--- src/rtl/stdcell_and2_bist.sv ---
// Built-in self-test sequencer for a 2-input AND standard cell: drives LFSR
// vectors onto A/B, checks Y against A&B after CHK_LAT cycles, reports results.
module stdcell_and2_bist #(
  parameter int unsigned CNT_W   = 16,
  parameter logic [7:0]  SEED    = 8'hA5,
  parameter int unsigned CHK_LAT = 0
) (
  input  logic             CLK,
  input  logic             RST,
  input  logic             START,
  input  logic [CNT_W-1:0] N_VEC,
  output logic             A,
  output logic             B,
  input  logic             Y,
  output logic             BUSY,
  output logic             DONE,
  output logic             PASS,
  output logic [CNT_W-1:0] ERR_CNT,
  output logic [CNT_W-1:0] FIRST_ERR_IDX
);

  localparam logic [7:0]  SEED_EFF   = (SEED == 8'h00) ? 8'h01 : SEED;
  localparam int unsigned PIPE_D     = (CHK_LAT > 0) ? CHK_LAT : 1;
  localparam logic [2:0]  DRAIN_LAST = 3'(PIPE_D - 1);

  typedef enum logic [1:0] {ST_IDLE, ST_RUN, ST_DRAIN, ST_DONE} state_t;

  state_t           state;
  logic [7:0]       lfsr;
  logic [7:0]       lfsr_next;
  logic [CNT_W-1:0] vec_cnt;
  logic [CNT_W-1:0] vec_idx;
  logic [2:0]       drain_cnt;
  logic             chk_vld;
  logic             chk_exp;
  logic [CNT_W-1:0] chk_idx;
  logic             mismatch;
  logic [CNT_W-1:0] err_next;
  logic [CNT_W-1:0] first_next;

  assign lfsr_next = {1'b0, lfsr[7:1]} ^ (lfsr[0] ? 8'hB8 : 8'h00);

  // A/B are registered, so during RUN they already hold the vector under test.
  if (CHK_LAT == 0) begin : g_direct
    assign chk_vld = (state == ST_RUN);
    assign chk_exp = A & B;
    assign chk_idx = vec_idx;
  end else begin : g_pipe
    logic             vld_q [PIPE_D];
    logic             exp_q [PIPE_D];
    logic [CNT_W-1:0] idx_q [PIPE_D];

    always_ff @(posedge CLK) begin
      if (RST) begin
        for (int unsigned i = 0; i < PIPE_D; i++) vld_q[i] <= 1'b0;
      end else begin
        vld_q[0] <= (state == ST_RUN);
        exp_q[0] <= A & B;
        idx_q[0] <= vec_idx;
        for (int unsigned i = 1; i < PIPE_D; i++) begin
          vld_q[i] <= vld_q[i-1];
          exp_q[i] <= exp_q[i-1];
          idx_q[i] <= idx_q[i-1];
        end
      end
    end

    assign chk_vld = vld_q[PIPE_D-1];
    assign chk_exp = exp_q[PIPE_D-1];
    assign chk_idx = idx_q[PIPE_D-1];
  end

  // Y only matters when a valid check reaches the end of the pipeline.
  always_comb begin
    mismatch   = chk_vld && (Y != chk_exp);
    err_next   = ERR_CNT;
    first_next = FIRST_ERR_IDX;
    if (mismatch) begin
      if (ERR_CNT != '1) err_next = ERR_CNT + 1'b1;
      if (FIRST_ERR_IDX == '1) first_next = chk_idx;
    end
  end

  always_ff @(posedge CLK) begin
    if (RST) begin
      state         <= ST_IDLE;
      lfsr          <= SEED_EFF;
      vec_cnt       <= '0;
      vec_idx       <= '0;
      drain_cnt     <= '0;
      A             <= 1'b0;
      B             <= 1'b0;
      BUSY          <= 1'b0;
      DONE          <= 1'b0;
      PASS          <= 1'b0;
      ERR_CNT       <= '0;
      FIRST_ERR_IDX <= '1;
    end else begin
      ERR_CNT       <= err_next;
      FIRST_ERR_IDX <= first_next;
      case (state)
        ST_IDLE, ST_DONE: begin
          if (START) begin
            lfsr          <= SEED_EFF;
            vec_idx       <= '0;
            vec_cnt       <= N_VEC;
            ERR_CNT       <= '0;
            FIRST_ERR_IDX <= '1;
            if (N_VEC != '0) begin
              state <= ST_RUN;
              BUSY  <= 1'b1;
              DONE  <= 1'b0;
              PASS  <= 1'b0;
              A     <= SEED_EFF[0];
              B     <= SEED_EFF[1];
            end else begin
              state <= ST_DONE;
              DONE  <= 1'b1;
              PASS  <= 1'b1;
            end
          end
        end
        ST_RUN: begin
          vec_idx <= vec_idx + 1'b1;
          vec_cnt <= vec_cnt - 1'b1;
          if (vec_cnt == CNT_W'(1)) begin
            A <= 1'b0;
            B <= 1'b0;
            if (CHK_LAT == 0) begin
              state <= ST_DONE;
              BUSY  <= 1'b0;
              DONE  <= 1'b1;
              PASS  <= (err_next == '0);
            end else begin
              state     <= ST_DRAIN;
              drain_cnt <= DRAIN_LAST;
            end
          end else begin
            lfsr <= lfsr_next;
            A    <= lfsr_next[0];
            B    <= lfsr_next[1];
          end
        end
        ST_DRAIN: begin
          if (drain_cnt == '0) begin
            state <= ST_DONE;
            BUSY  <= 1'b0;
            DONE  <= 1'b1;
            PASS  <= (err_next == '0);
          end else begin
            drain_cnt <= drain_cnt - 1'b1;
          end
        end
        default: state <= ST_IDLE;
      endcase
    end
  end

endmodule
--- config.mk ---
export PLATFORM = sky130hd
export DESIGN_NAME = stdcell_and2_bist
export DESIGN_NICKNAME = d
export VERILOG_FILES = /design/src/rtl/stdcell_and2_bist.sv
export SDC_FILE = /design/constraint.sdc
export NUM_CORES = 1
export LEC_CHECK = 0
export CAP_MARGIN = 20
export CORE_MARGIN = 3
export CORE_UTILIZATION = 57
export CTS_BUF_LIST = sky130_fd_sc_hd__clkbuf_4 sky130_fd_sc_hd__clkbuf_8
export DETAILED_ROUTE_END_ITERATION = 10
export PLACE_DENSITY = 0.83
export SYNTH_ARGS = -nofsm -noshare
export SYNTH_HDL_FRONTEND = slang
export SYNTH_SLANG_ARGS = --single-unit
--- constraint.sdc ---
create_clock -name CLK -period 2.8 [get_ports CLK]
set_input_delay 0.28 -clock CLK [delete_from_list [all_inputs] [get_ports CLK]]
set_output_delay 0.28 -clock CLK [all_outputs]
set_load 0.02 [all_outputs]
======== Word level (Yosys, flattened, before mapping) ========
Index checks and enable logic that the tools add are counted.
cells by class
  bitwise gates (word level) .............. 3
  eq/ne operators ......................... 12
  $add $sub $neg .......................... 4
  mux-type cells .......................... 40
  reduce and logical (&&, ||, !) cells .... 13
operators by type and width
  kind                                                  count
  two-way mux 16 bit                                    10
  one-hot mux 16 bit (2 select lines)                   2
  adder 16 x 1 -> 16 bit, second input constant         2
  two-way mux 8 bit                                     3
  equality test 16 x 1 -> 1 bit, second input constant  1
  equality test 16 bit, second input constant           1
  zero test 16 bit                                      1
  inequality test 16 bit, second input constant         1
  one-hot mux 8 bit (2 select lines)                    1
  nonzero test 16 bit                                   1
  subtractor 16 x 1 -> 16 bit, second input constant    1
  two-way mux 1 bit                                     14
  one-hot mux 1 bit (3 select lines)                    3
  AND reduction 3 bit                                   3
  two-way mux 2 bit                                     4
  inequality test 2 bit, second input constant          4
  XOR 7 x 8 -> 8 bit                                    1
  one-hot mux 2 bit (3 select lines)                    1
  equality test 2 bit, second input constant            2
  one-hot mux 1 bit (2 select lines)                    2
  AND reduction 2 bit                                   2
  AND reduction 4 bit                                   1
  zero test 3 bit                                       1
  subtractor 3 x 1 -> 3 bit, second input constant      1
  9 further kinds                                       9
storage, ports and cells
  word-level logic and storage cells ...... 84
  output and inout port bits .............. 37
  input bits .............................. 20
  flip-flop bits (word level) ............. 82

======== Depth between registers and ports, before layout ========
Gate-level depths: netlist of run 1.
  depth in word-level cells ............... 7
  gate-level depth with buffers ........... 10
  mapped depth without buffers ............ 8

======== Worst setup path after synthesis of run 1 ========
No wires, ideal clock.
  kind .................................... register to register
  from .................................... reg ERR_CNT[0]
  to ...................................... reg PASS
  arrival time ............................ 2.674 ns
  setup time .............................. 0.088 ns
  required time ........................... 2.712 ns
  slack ................................... 0.038 ns
  stages on the path, launching flop included .. 8
  period minus slack after synthesis ...... 2.762 ns
  buffers on the path ..................... 0
  path through ............................ dfxtp_1 > ha_1 > nand4_1 > or4_1 > a211oi_1 > o211ai_1 > or4_1 > o32ai_2
on the way
  word-level cells in the longest chain between the ends .. 6
  elaborated cells on any way between the ends .. 8
  those cells by class .................... add/sub: 1; eq/ne: 1; mux: 5; reduce/logical: 1
ends and longest elaborated chain
  what                                                                     line      source
  from (decl)                                                              18        output logic [CNT_W-1:0] ERR_CNT,
  from (signal assigned)                                                   99        ERR_CNT <= err_next;
  adder 16 x 1 -> 16 bit / inequality test 16 bit (equally long branches)  79        if (ERR_CNT != '1) err_next = ERR_CNT + 1'b1;
  two-way mux 16 bit                                                       79
  two-way mux 16 bit (*)                                                   78        if (mismatch) begin
  zero test 16 bit (*)                                                     133, 149
  two-way mux 1 bit, on equally long branches                              145, 126
  one-hot mux 1 bit (3 select lines) (*)                                   101       case (state)
  to (signal assigned)                                                     133       PASS <= (err_next == '0);
  to (signal assigned)                                                     149       PASS <= (err_next == '0);
  to (decl)                                                                17        output logic PASS,
Every way passes the cells marked *; elsewhere a longest branch is shown, timed or not. The select of a mux whose other input is x is not followed.
A chain may end at the register's enable or synchronous reset.

======== Worst setup path in the final report of run 1 ========
  from .................................... reg ERR_CNT[1]
  to ...................................... reg PASS
Same word-level chain as after synthesis.

==> results of run 1 <==
==> flip-flops by register name, indices dropped and copies added (netlist names), 2 cells and up <==
signal         count
chk_idx           16
drain_cnt          3
FIRST_ERR_IDX     16
state              2
ERR_CNT           16
lfsr               8
vec_cnt           16
==> stage by stage <==
stage | instances | hold WS, ns | util
2_1_floorplan | 507 | 0.451 | -
3_3_place_gp | 650 | 0.463 | 0.702
3_5_place_dp | 650 | 0.469 | 0.702
4_1_cts | 666 | 0.482 | 0.736
5_1_grt | 666 | 0.497 | 0.738
6_report | 666 | 0.478 | 0.738
==> metal layers <==
layer	global-route usage	part of all wire	wire length [um]
met5	0	0	0
met4	0.0980	0.018	183
met3	0.0331	0.058	592
met2	0.399	0.47	4830
met1	0.328	0.45	4580
==> logic make-up (layout without fill, tap and decap cells) <==
kind of cell / after synthesis / in the layout / share of synthesized area
buffers and inverters: 47 / 110 / 0.0446
AOI/OAI and AO/OA: 127 / 127 / 0.202
and+or+nand+nor: 207 / 207 / 0.254
adders and majority gates: 8 / 8 / 0.0243
xor gates and xnor gates: 29 / 29 / 0.0616
muxes: 8 / 8 / 0.0206
DFF: 81 / 81 / 0.393
==> how the worst max path moves through the flow <==
stage	startpoint	endpoint	slack (ns)	cells past startpoint
6_report	ERR_CNT[1]	PASS	0.14	7
5_1_grt	ERR_CNT[1]	PASS	0.003	8
4_1_cts	ERR_CNT[1]	PASS	0.08	8
3_5_place_dp	ERR_CNT[1]	PASS	0.09	8
3_3_place_gp	ERR_CNT[1]	PASS	0.20	8
2_1_floorplan	ERR_CNT[0]	PASS	0.04	7
==> cell usage in the layout (no fill, tap or decap), types with 3 or more instances in the layout <==
master,n
o21ai_0,34
clkbuf_8,9
nand2_1,46
and4_1,5
a31oi_1,3
xor2_1,20
o31ai_1,5
o32ai_1,3
inv_6,4
and3_1,5
nand3b_1,3
dfxtp_1,80
nor3_1,9
a211oi_1,8
ha_1,8
mux2_2,4
buf_4,24
nor4_1,7
or3_1,7
o211ai_1,3
mux2i_1,4
xnor2_1,9
a21oi_1,33
or2_2,4
and2_1,3
nor2_1,65
o21a_1,3
a21o_1,4
clkdlybuf4s50_1,56
nand2b_1,4
o22ai_1,3
a22oi_1,6
inv_1,14
nor3b_1,6
nand4_1,17
nand3_1,12
or4_1,5
==> where the power goes <==
part	leakage, nW	internal (mW)	switching (mW)
clock	0.117	0.522	0.472
sequential	0.660	1.39	0.231
combinational	1.16	0.789	1.10
total	1.93	2.70	1.80
==> what timing repair did <==
action	CTS	global route
gates resized for setup	0	3
endpoints found under the setup margin	0	1
hold buffers	0	0
==> final cells by class <==
cell class / count / area [um2] / area share
clock buffer: 9 / 124 / 0.0243
multi-input combinational: 379 / 2330 / 0.457
tap: 96 / 120 / 0.0236
sequential: 81 / 1620 / 0.319
timing repair buffer: 80 / 741 / 0.145
inverter: 14 / 52.6 / 0.0103
clock inverter: 7 / 106 / 0.0209
==> worst register-to-register path: cells and delay by family, from the launching register on <==
kind	cells	cell delay, ns
AOI/OAI and AO/OA	3	0.62
adders and majority gates	1	0.20
and+or+nand+nor	3	1.35
DFF	1	0.42
==> flow_summary.yaml, run 1 <==
pwr:
  powerDensity_nw_per_um2: 884
  finalPower_mw: 4.50
  peakVddDrop_mv: 0.537
  p_leak_nw: 1.93
drt:
  vias_per_cell: 6.02
  drt_iter0_drc: 322
  wl_um: 10200
  drc_errors: 0
  vias: 4008
  drtAntennaViolNets: 0
  wire_per_inst_um: 15.3
  firstDrtPassIters: 5
logic_synthesis:
  ys_warn_count: 0
  synth.avg_cell_area_um2: 8.13
  netlist_instances: 507
  netlist_area_um2: 4120
  synth_area_leader_cell: "dfxtp_1"
  ys_async_sr_fraction: 0
  synth.most_common_cell: "dfxtp_1"
  synth_top_area_frac: 0.393
  synth_cell_type_count: 60
  synth-edff-count: 0
  netlist_top_cells_count: "81 x dfxtp_1, 65 x nor2_1, 46 x nand2_1, 34 x o21ai_0, 33 x a21oi_1"
  ys_seq_area_frac: 0.393
  ys_top_cells_by_area: "dfxtp_1 39%, nor2_1 5.9%, xor2_1 4.3%, nand2_1 4.2%, o21ai_0 4.1%"
  ys_ff_latch: 81
  syn_nets: 535
  synth_top_flop_cell: "dfxtp_1"
timing:
  period_share: 0.950
  fin_tns_setup_ns: 0
  post-route-min-period_ns: 2.66
  drv_slew: 0
  setup_viol: 0
  rsz0062_at_grt: "false"
  layout_setup_ws_ns: 0.139
  hold_viol: 0
  worst_pin_slew_ns: 0.530
  relSlewSlack: 0.644
  skew_ns: 0.0148
  clock.fmax_mhz: 376
placement:
  place_ws_ns: 0.0909
  dp_hpwl_um: 7340
  place.port_buffers: 56
  routabilityCongestion: 0.948
  postPlaceCellArea_um2: 4850
floorplan:
  die_w_um: 91.0
  die_h_um: 91.0
  start_util: 0.597
  die_area_um2: 8290
  rows: 30
  pin_count: 57
  coreArea_um2: 6910
worst_setup_path:
  worstPathArrival_ns: 2.94
  critPathLaunchType: "flip-flop"
  critPathCaptureType: "flip-flop"
  rr_worst_depth: 7
  cp_max_fo: 6
  r2r-end: "PASS"
  reg2reg_from: "ERR_CNT[1]"
  r2r_slack_ns: 0.14
  crit_family: "simple AND/OR/NAND/NOR gates"
  worstPathCellList: "ha_1 > nand4_1 > or4_4 > a211oi_1 > o211ai_1 > or4_1 > o32ai_2"
  cp.required_ns: 3.08
  cp_slowest_cell: "or4_4"
  path_buf_inv: 0
  timing_worst_setup_path_type: "flip-flop to flip-flop"
  slowest_delay_ns: 0.62
hold_path:
  min-delay-start: "FIRST_ERR_IDX[15]"
  whs_endpoint: "FIRST_ERR_IDX[15]"
  min_path_cells: 2
  worstHoldPathType: "flip-flop to flip-flop"
global_route:
  grt_antenna_before_repair: 0
  grt_max_degree: 41
  grt_overflow: 0
  first_global_vias: 3633
  grt_pass1_wl_um: 17000
  track_usage: 0.245
clock_tree:
  post-cts-setup-buffers: 0
  htreeDepth: 3
  cts.sinks: 81
  cts_root_buffer: "clkbuf_8"
  path_clk_slew_ns: 0.09
  insertion_delay_ns: 0.36
  cts.path.max_buffers: 2
  cts_buffers: 9
  cts_tree: "yes"
finish:
  syn2layout_area_growth_pct: 23.6
  nets: 593
  final_layout_size_suffix_gt1_frac: 0.0982
  antennaDiodeCount: 0
  n_fill_cell: 555
  fin_area_um2: 5090
job:
  drv_cap: 0
run_status:
  status: "finished clean"
No activity file was read; power rests on OpenSTA's default activity.
==> run 2: changes to the inputs <==
- CORE_MARGIN: 3 -> 2
- SETUP_SLACK_MARGIN: unset -> 0.3
==> run 2 against run 1 <==
Largest power group unchanged. Critical path type unchanged. Clock-buffer cell count did not move. Combinational power increased by 2%. Utilization rose by 0.36 points. Global-route usage increased by 2.7 points.
==> flow_summary.yaml, run 2 (synthesis results as in run 1) <==
clock_tree:
  htreeDepth: 3
  insertion_delay_ns: 0.36
  cts_buffers: 9
  cts.path.max_buffers: 2
  cts_root_buffer: "clkbuf_8"
  path_clk_slew_ns: 0.10
  cts.sinks: 81
  cts_tree: "yes"
timing:
  period_share: 0.897
  clock.fmax_mhz: 398
  post-route-min-period_ns: 2.51
  drv_slew: 0
  skew_ns: 0.0162
  setup_viol: 0
  rsz0062_at_grt: "true"
  relSlewSlack: 0.646
  hold_viol: 0
  worst_pin_slew_ns: 0.528
drt:
  wl_met3_um: 753
  top_layer_used: "met4"
  firstDrtPassIters: 5
  vias: 4079
  drc_errors: 0
  vias_per_cell: 6.12
  drtAntennaViolNets: 0
  wire_per_inst_um: 15.8
  dr_wl_met2_um: 5010
  wl_met1_um: 4500
  drt_iter0_drc: 268
  wl_um: 10500
finish:
  nets: 593
  layout_commonest_cell: "dfxtp_1"
  finish.utilization: 0.741
  antennaDiodeCount: 0
  syn2layout_area_growth_pct: 24.2
  final_layout_size_suffix_gt1_frac: 0.125
  most-common-layout-cells: "71 x dfxtp_1, 65 x nor2_1, 56 x clkdlybuf4s50_1"
worst_setup_path:
  critPathCaptureType: "flip-flop"
  cp_slowest_cell: "or4_4"
  worstPathArrival_ns: 2.80
  crit_family: "simple AND/OR/NAND/NOR gates"
  path_buf_inv: 0
  cp_max_fo: 6
  rr_worst_depth: 7
  timing_worst_setup_path_type: "flip-flop to flip-flop"
  worstPathCellList: "ha_4 > nand4_1 > or4_4 > a211oi_2 > o211ai_1 > or4_4 > o32ai_2"
  reg2reg_from: "ERR_CNT[1]"
  r2r-end: "PASS"
  slowest_delay_ns: 0.61
  critPathLaunchType: "flip-flop"
  cp.required_ns: 3.09
  r2r_slack_ns: 0.29
  crit_top_cell: "or4_4"
hold_path:
  worstHoldPathType: "flip-flop to flip-flop"
  whs_endpoint: "FIRST_ERR_IDX[11]"
  min_path_cells: 2
  min-delay-start: "FIRST_ERR_IDX[11]"
global_route:
  grt_antenna_before_repair: 0
  grt_overflow: 0
  track_usage: 0.272
  first_global_vias: 3752
  grt_pass1_wl_um: 17200
  grt_max_degree: 37
floorplan:
  die_h_um: 89.0
  pin_count: 57
  die_w_um: 89.0
  die_area_um2: 7930
  rows: 30
  start_util: 0.597
  coreArea_um2: 6910
pwr:
  finalPower_mw: 4.44
  peakVddDrop_mv: 0.512
  p_leak_nw: 1.92
  powerDensity_nw_per_um2: 867
run_status:
  status: "finished clean"
placement:
  dp_hpwl_um: 7210
  place.port_buffers: 56
  routabilityCongestion: 0.920
job:
  drv_cap: 0
-- run 2: final cells by class --
cell class,instances,area [um2]
clock buffers,9,124
multi-input cells,379,2370
flip-flops and latches,81,1640
fillers,532,1790
clock inverters,7,77.6
inverters,14,52.6
well taps,96,120
repair buffers,80,741
-- run 2: timing repair --
action	CTS	global route
pin swaps	5	7
hold buffers	0	0
setup buffers	5	2
gates resized for setup	7	3
setup endpoints to repair	1	1
-- run 2: worst max-delay path by stage --
stage,cells after the start,slack [ns],endpoint,from
after global routing,7,0.22,PASS,ERR_CNT[1]
after CTS,6,0.30,PASS,vec_cnt[4]
after floorplan,7,0.31,PASS,ERR_CNT[9]
final,7,0.29,PASS,ERR_CNT[1]
after global placement,7,0.16,PASS,Y
after detailed placement,7,-0.01,PASS,Y
-- run 2: metrics by stage --
stage / instance area (um2) / hold WS [ns] / worst slack (ns) / setup TNS [ns] / std cells
after floorplan: 4160 / 0.451 / 0.305 / 0 / 507
after global placement: 4830 / 0.465 / 0.157 / 0 / 643
after detailed placement: 4830 / 0.473 / -0.0112 / -0.0112 / 643
after CTS: 5090 / 0.486 / 0.303 / 0 / 664
after global routing: 5120 / 0.501 / 0.222 / 0 / 666
final: 5120 / 0.483 / 0.287 / 0 / 666
-- run 2: per-layer routing --
layer	vias up	track usage
li1	1950	-
met1	1896	0.350
met5	-	0
met2	195	0.453
met4	0	0.114
met3	38	0.0480
-- run 2: worst register-to-register path: stages (launching register included) --
cell	delay, ns
dfxtp_4	0.39
ha_4	0.16
nand4_1	0.18
or4_4	0.61
a211oi_2	0.21
o211ai_1	0.12
or4_4	0.53
o32ai_2	0.25
-- run 2: where the power goes --
group	internal (mW)	switching, mW
Sequential	1.39	0.240
Clock	0.421	0.458
Combinational	0.818	1.11
